**src/rtl/control_unit.sv**
```systemverilog
// Fetch/decode/execute sequencer for the 10-bit Processing_Unit datapath.
// Define CTRL_ILLEGAL_HALT_EN to halt on opcodes 10-14; otherwise they execute as a one-word NOP.
module control_unit #(
  parameter int word_size = 10,
  parameter int op_size   = 4,
  parameter int Sel1_size = 3,
  parameter int Sel2_size = 3
) (
  input  logic                 clk,
  input  logic                 rst,
  input  logic [word_size-1:0] instruction,
  input  logic                 Zflag,
  output logic                 Load_R0,
  output logic                 Load_R1,
  output logic                 Load_R2,
  output logic                 Load_R3,
  output logic                 Load_PC,
  output logic                 Inc_PC,
  output logic [Sel1_size-1:0] Sel_Bus_1a_Mux,
  output logic [Sel1_size-1:0] Sel_Bus_1b_Mux,
  output logic [Sel2_size-1:0] Sel_Bus_2_Mux,
  output logic                 Load_IR,
  output logic                 Load_Add_R,
  output logic                 Load_Reg_Z,
  output logic                 write,
  output logic                 halted,
  output logic [3:0]           state_dbg
);

  typedef enum logic [3:0] {
    S_idle, S_fet1, S_fet2, S_dec, S_ex1,
    S_rd1, S_rd2, S_rd3, S_wr1, S_wr2, S_wr3,
    S_br1, S_br2, S_halt
  } state_t;

  localparam logic [op_size-1:0] OP_ADD  = 4'd0;
  localparam logic [op_size-1:0] OP_SUB  = 4'd1;
  localparam logic [op_size-1:0] OP_AND  = 4'd2;
  localparam logic [op_size-1:0] OP_NOT  = 4'd3;
  localparam logic [op_size-1:0] OP_LDI  = 4'd4;
  localparam logic [op_size-1:0] OP_LD   = 4'd5;
  localparam logic [op_size-1:0] OP_ST   = 4'd6;
  localparam logic [op_size-1:0] OP_BR   = 4'd7;
  localparam logic [op_size-1:0] OP_BRZ  = 4'd8;
  localparam logic [op_size-1:0] OP_MOV  = 4'd9;
  localparam logic [op_size-1:0] OP_HALT = 4'd15;

  localparam logic [Sel1_size-1:0] SEL1_PC  = Sel1_size'(4);
  localparam logic [Sel2_size-1:0] SEL2_ALU = Sel2_size'(0);
  localparam logic [Sel2_size-1:0] SEL2_B1A = Sel2_size'(1);
  localparam logic [Sel2_size-1:0] SEL2_MEM = Sel2_size'(2);

  state_t state, state_nxt;

  logic [op_size-1:0] opcode;
  logic [1:0]         dest, src_a, src_b;
  logic [3:0]         load_r;
  logic               is_alu;

  assign opcode = instruction[word_size-1 -: op_size];
  assign dest   = instruction[5:4];
  assign src_a  = instruction[3:2];
  assign src_b  = instruction[1:0];
  assign is_alu = (opcode == OP_ADD) || (opcode == OP_SUB) ||
                  (opcode == OP_AND) || (opcode == OP_NOT);

  assign Load_R0   = load_r[0];
  assign Load_R1   = load_r[1];
  assign Load_R2   = load_r[2];
  assign Load_R3   = load_r[3];
  assign state_dbg = state;

  always_ff @(posedge clk or posedge rst) begin
    if (rst) state <= S_idle;
    else     state <= state_nxt;
  end

  always_comb begin
    state_nxt      = state;
    load_r         = 4'b0000;
    Load_PC        = 1'b0;
    Inc_PC         = 1'b0;
    Sel_Bus_1a_Mux = '0;
    Sel_Bus_1b_Mux = '0;
    Sel_Bus_2_Mux  = '0;
    Load_IR        = 1'b0;
    Load_Add_R     = 1'b0;
    Load_Reg_Z     = 1'b0;
    write          = 1'b0;
    halted         = 1'b0;
    case (state)
      S_idle: state_nxt = S_fet1;
      // PC onto Add_R: shared by fetch and every operand-word read
      S_fet1, S_rd1, S_wr1, S_br1: begin
        Sel_Bus_1a_Mux = SEL1_PC;
        Sel_Bus_2_Mux  = SEL2_B1A;
        Load_Add_R     = 1'b1;
        case (state)
          S_fet1:  state_nxt = S_fet2;
          S_rd1:   state_nxt = (opcode == OP_LD) ? S_rd2 : S_rd3;
          S_wr1:   state_nxt = S_wr2;
          default: state_nxt = S_br2;
        endcase
      end
      S_fet2: begin
        Sel_Bus_2_Mux = SEL2_MEM;
        Load_IR       = 1'b1;
        Inc_PC        = 1'b1;
        state_nxt     = S_dec;
      end
      S_dec: begin
        Sel_Bus_1a_Mux = Sel1_size'(src_a);
        Sel_Bus_1b_Mux = Sel1_size'(src_b);
        if (is_alu || opcode == OP_MOV)           state_nxt = S_ex1;
        else if (opcode == OP_LDI || opcode == OP_LD) state_nxt = S_rd1;
        else if (opcode == OP_ST)                 state_nxt = S_wr1;
        else if (opcode == OP_BR)                 state_nxt = S_br1;
        else if (opcode == OP_BRZ) begin
          if (Zflag) state_nxt = S_br1;
          else begin
            Inc_PC    = 1'b1;
            state_nxt = S_fet1;
          end
        end
        else if (opcode == OP_HALT)               state_nxt = S_halt;
        else begin
`ifdef CTRL_ILLEGAL_HALT_EN
          state_nxt = S_halt;
`else
          state_nxt = S_fet1;
`endif
        end
      end
      S_ex1: begin
        Sel_Bus_1a_Mux = Sel1_size'(src_a);
        Sel_Bus_1b_Mux = Sel1_size'(src_b);
        load_r         = 4'b0001 << dest;
        if (is_alu) begin
          Sel_Bus_2_Mux = SEL2_ALU;
          Load_Reg_Z    = 1'b1;
        end else begin
          Sel_Bus_2_Mux = SEL2_B1A;
        end
        state_nxt = S_fet1;
      end
      // Operand word becomes the address; PC steps past it
      S_rd2, S_wr2: begin
        Sel_Bus_2_Mux = SEL2_MEM;
        Load_Add_R    = 1'b1;
        Inc_PC        = 1'b1;
        state_nxt     = (state == S_rd2) ? S_rd3 : S_wr3;
      end
      S_rd3: begin
        Sel_Bus_2_Mux = SEL2_MEM;
        load_r        = 4'b0001 << dest;
        Inc_PC        = (opcode == OP_LDI);
        state_nxt     = S_fet1;
      end
      S_wr3: begin
        Sel_Bus_1a_Mux = Sel1_size'(src_a);
        write          = 1'b1;
        state_nxt      = S_fet1;
      end
      S_br2: begin
        Sel_Bus_2_Mux = SEL2_MEM;
        Load_PC       = 1'b1;
        state_nxt     = S_fet1;
      end
      S_halt: halted = 1'b1;
      default: state_nxt = S_idle;
    endcase
  end

endmodule

```
**config.mk**
```make
export PLATFORM = sky130hd
export DESIGN_NAME = control_unit
export DESIGN_NICKNAME = d
export VERILOG_FILES = /design/src/rtl/control_unit.sv
export SDC_FILE = /design/constraint.sdc
export NUM_CORES = 1
export LEC_CHECK = 0
export BUFFER_PORTS_ARGS = -buffer_cell sky130_fd_sc_hd__buf_4
export CAP_MARGIN = 20
export CORE_MARGIN = 4
export CORE_UTILIZATION = 30
export DETAILED_ROUTE_END_ITERATION = 8
export PLACE_DENSITY = 0.59
export SLEW_MARGIN = 20
export SYNTH_ARGS = -nofsm -noshare
export SYNTH_HDL_FRONTEND = slang
export SYNTH_SLANG_ARGS = --single-unit
```
**constraint.sdc**
```tcl
create_clock -name clk -period 1.6 [get_ports clk]
set_input_delay 0.24 -clock clk [delete_from_list [all_inputs] [get_ports clk]]
set_output_delay 0.24 -clock clk [all_outputs]
set_load 0.005 [all_outputs]
```
==> results.sh <==
export IMPL_cts_max_level=1
export IMPL_mostFrequentLayoutCells="buf_4 (49), inv_1 (6), buf_6 (6), a21oi_1 (5)"
export IMPL_postRouteAntennaNets=0
export IMPL_viasPerCell=5.122
export IMPL_cp_slowest_cell="or4_4"
export IMPL_dp_hpwl_um=1555
export IMPL_clk_latency_ns=0.24
export IMPL_antenna_found_initial=0
export IMPL_cts_made_buffers=3
export IMPL_synthesis_area_um2=673.1
export IMPL_p_leak_uw=0.0005818
export IMPL_synthCells=93
export IMPL_netlist_area_leader_share_pct=14.87
export IMPL_yosysSeqAreaShare_pct=14.87
export IMPL_hold_violations=0
export IMPL_io_buffer_count=34
export IMPL_finalWeightedCongestion=0.8095
export IMPL_ir_drop_uv=1191
export IMPL_final_common_cell="buf_4"
export IMPL_die_area_um2=3066
export IMPL_dieHeight_um=55.37
export IMPL_clk_pin_slew_ns=0.03
export IMPL_synth_edf_count=0
export IMPL_drc=0
export IMPL_critPathMaxStageDelay_ns=0.53
export IMPL_syn_mean_instance_area_um2=7.238
export IMPL_fin_area_um2=1250
export IMPL_grt_pass1_vias=838
export IMPL_period_needed_ns=1.842
export IMPL_crit_chain="nor2b_4 > or4_4 > nor3_2 > buf_4"
export IMPL_diodes=0
export IMPL_arrival_ns=1.60
export IMPL_fin_nets=160
export IMPL_grt_pass1_wl_um=3581
export IMPL_synth_area_leaders="dfrtp_1 (15%), nor2b_1 (5.6%), nand2b_1 (4.6%)"
export IMPL_fin_ws_ns=-0.2425
export IMPL_p_per_area_nw_per_um2=1718
export IMPL_root_buffer="clkbuf_4"
export IMPL_grt_max_degree=13
export IMPL_start_util_pct=32.97
export IMPL_drive_above_1_share_pct=57.24
export IMPL_skew_ns=0.001719
export IMPL_area_growth_syn_to_layout_pct=85.69
export IMPL_cts_num_sinks=4
export IMPL_grt_total_usage_pct=13.86
export IMPL_rows=16
export IMPL_die_w_um=55.37
export IMPL_drtIter0Drc=27
export IMPL_io_pins=37
export IMPL_dp_slack_ns=-0.009096
export IMPL_dr_pass1_iters=4
export IMPL_crit_path_start_kind="flip-flop"
export IMPL_fin_crit_sh_pct=115.2
export IMPL_ys_ff_latch=4
export IMPL_path_class="flip-flop to output port"
export IMPL_yosys_area_top_type="dfrtp_1"
export IMPL_cts_tree="done"
export IMPL_worst_path_buf_inv=1
export IMPL_wire_per_inst_um=12.99
export IMPL_wl_um=2234
export IMPL_crit_path_end_kind="output port"
export IMPL_fmaxAchievable_mhz=542.7
export IMPL_hold_path_class="input pin to flip-flop"
export IMPL_required_ns=1.36
export IMPL_cap_violations=0
export IMPL_failed_checks="negative setup slack"
export IMPL_largest_reg_flops=4
export IMPL_synth_cell_types=39
export IMPL_critPathMaxFanout=5
export IMPL_postPlaceCellArea_um2=1027
export IMPL_crit_family="simple AND/OR/NAND/NOR gates"
export IMPL_fp_coreArea_um2=2042
export IMPL_grt_ovfl_total=0
export IMPL_setup_violations=16
export IMPL_clk_path_buf_depth=2
export IMPL_status="complete, but fails checks"
export IMPL_rsz0062_at_grt="yes"
export IMPL_fin_setup_tns_ns=-2.338
export IMPL_timing_final_max_slew_violations=0
export IMPL_async_reset_ff_share_pct=100.0
export IMPL_synth_warnings=0
export IMPL_routed_via_count=881
export IMPL_synthFlopType="dfrtp_1"
## through the flow
step                      cells  util [%]  total power (uW)  hold WS, ns
after detailed placement    161     50.31              1542       0.1349
final                       172     61.21              2147       0.3804
after global placement      161     50.31              1538       0.1311
after floorplan              94         -             911.2     0.006082
after global routing        172     61.21              2296       0.3966
after CTS                   171     58.88              2008       0.3854
## report_power, final
part / switching [uW] / internal, uW
clock: 43.3 / 84.0
sequential: 101 / 159
combinational: 723 / 1040
## what timing repair did
| action | 4_1_cts | 5_1_grt |
|---|---|---|
| setup buffers | 6 | 1 |
| gates resized for setup | 20 | 10 |
| endpoints found under the setup margin | 17 | 18 |
| pin swaps | 7 | 5 |
| hold endpoints to repair | 4 | 0 |
| hold buffers | 1 | 0 |
## cell families (layout without fill, tap and decap cells)
logic type / Yosys count / count (layout) / share of synthesized area (%)
simple gates: 47 / 47 / 48.14
other cells: 1 / 2 / 0.5571
flops: 4 / 4 / 14.87
buf+inv: 17 / 68 / 12.64
xor+xnor: 2 / 2 / 2.603
compound gates: 22 / 22 / 21.19
## metal layers
metal	vias up	GRT usage, %	part of all wire, %
met1	408	15.69	42
met2	34	25.51	51
li1	437	-	-
met5	-	0	0
met3	2	2.331	5.9
met4	0	5.208	0.98
## final timing paths
kind,startpoint,to,slack (ns),depth (start not counted)
worst min register to register,state_dbg[3],state_dbg[1],0.72,2
min in group asynchronous,rst,state_dbg[3],0.44,3
worst max-delay path,state_dbg[0],Load_R3,-0.24,4
max in group asynchronous,rst,state_dbg[0],0.99,3
worst min-delay path,Zflag,state_dbg[1],0.38,3
worst max register to register,state_dbg[1],state_dbg[2],0.07,6
## final cells by class
type | count | area [um^2]
fill | 192 | 792.0
tap | 27 | 33.78
sequential | 4 | 105.1
inverter | 7 | 26.28
timing repair buffer | 58 | 480.5
multi-input combinational | 73 | 581.8
clock buffer | 3 | 22.52
## worst reg2reg max path, cell delays in order, from the launching register on
cell	delay [ns]
dfrtp_2	0.46
buf_4	0.16
buf_6	0.13
nor3b_4	0.15
buf_4	0.13
o21ai_0	0.24
o31ai_1	0.12
## synth_stat cells, drive strengths merged (2+ instances only)
cell type	n
nand3b	2
nor3b	3
o21a	2
nor4b	4
or3b	2
inv	7
dfrtp	4
o21ai	4
nor3	5
and3	2
a2bb2oi	2
nor2	2
nand3	2
a21oi	6
nand2b	5
nand2	6
and2	3
nor2b	7
buf	8
clkbuf	2
o31ai	2
a31oi	2
Power figures use the tool's default switching activity.
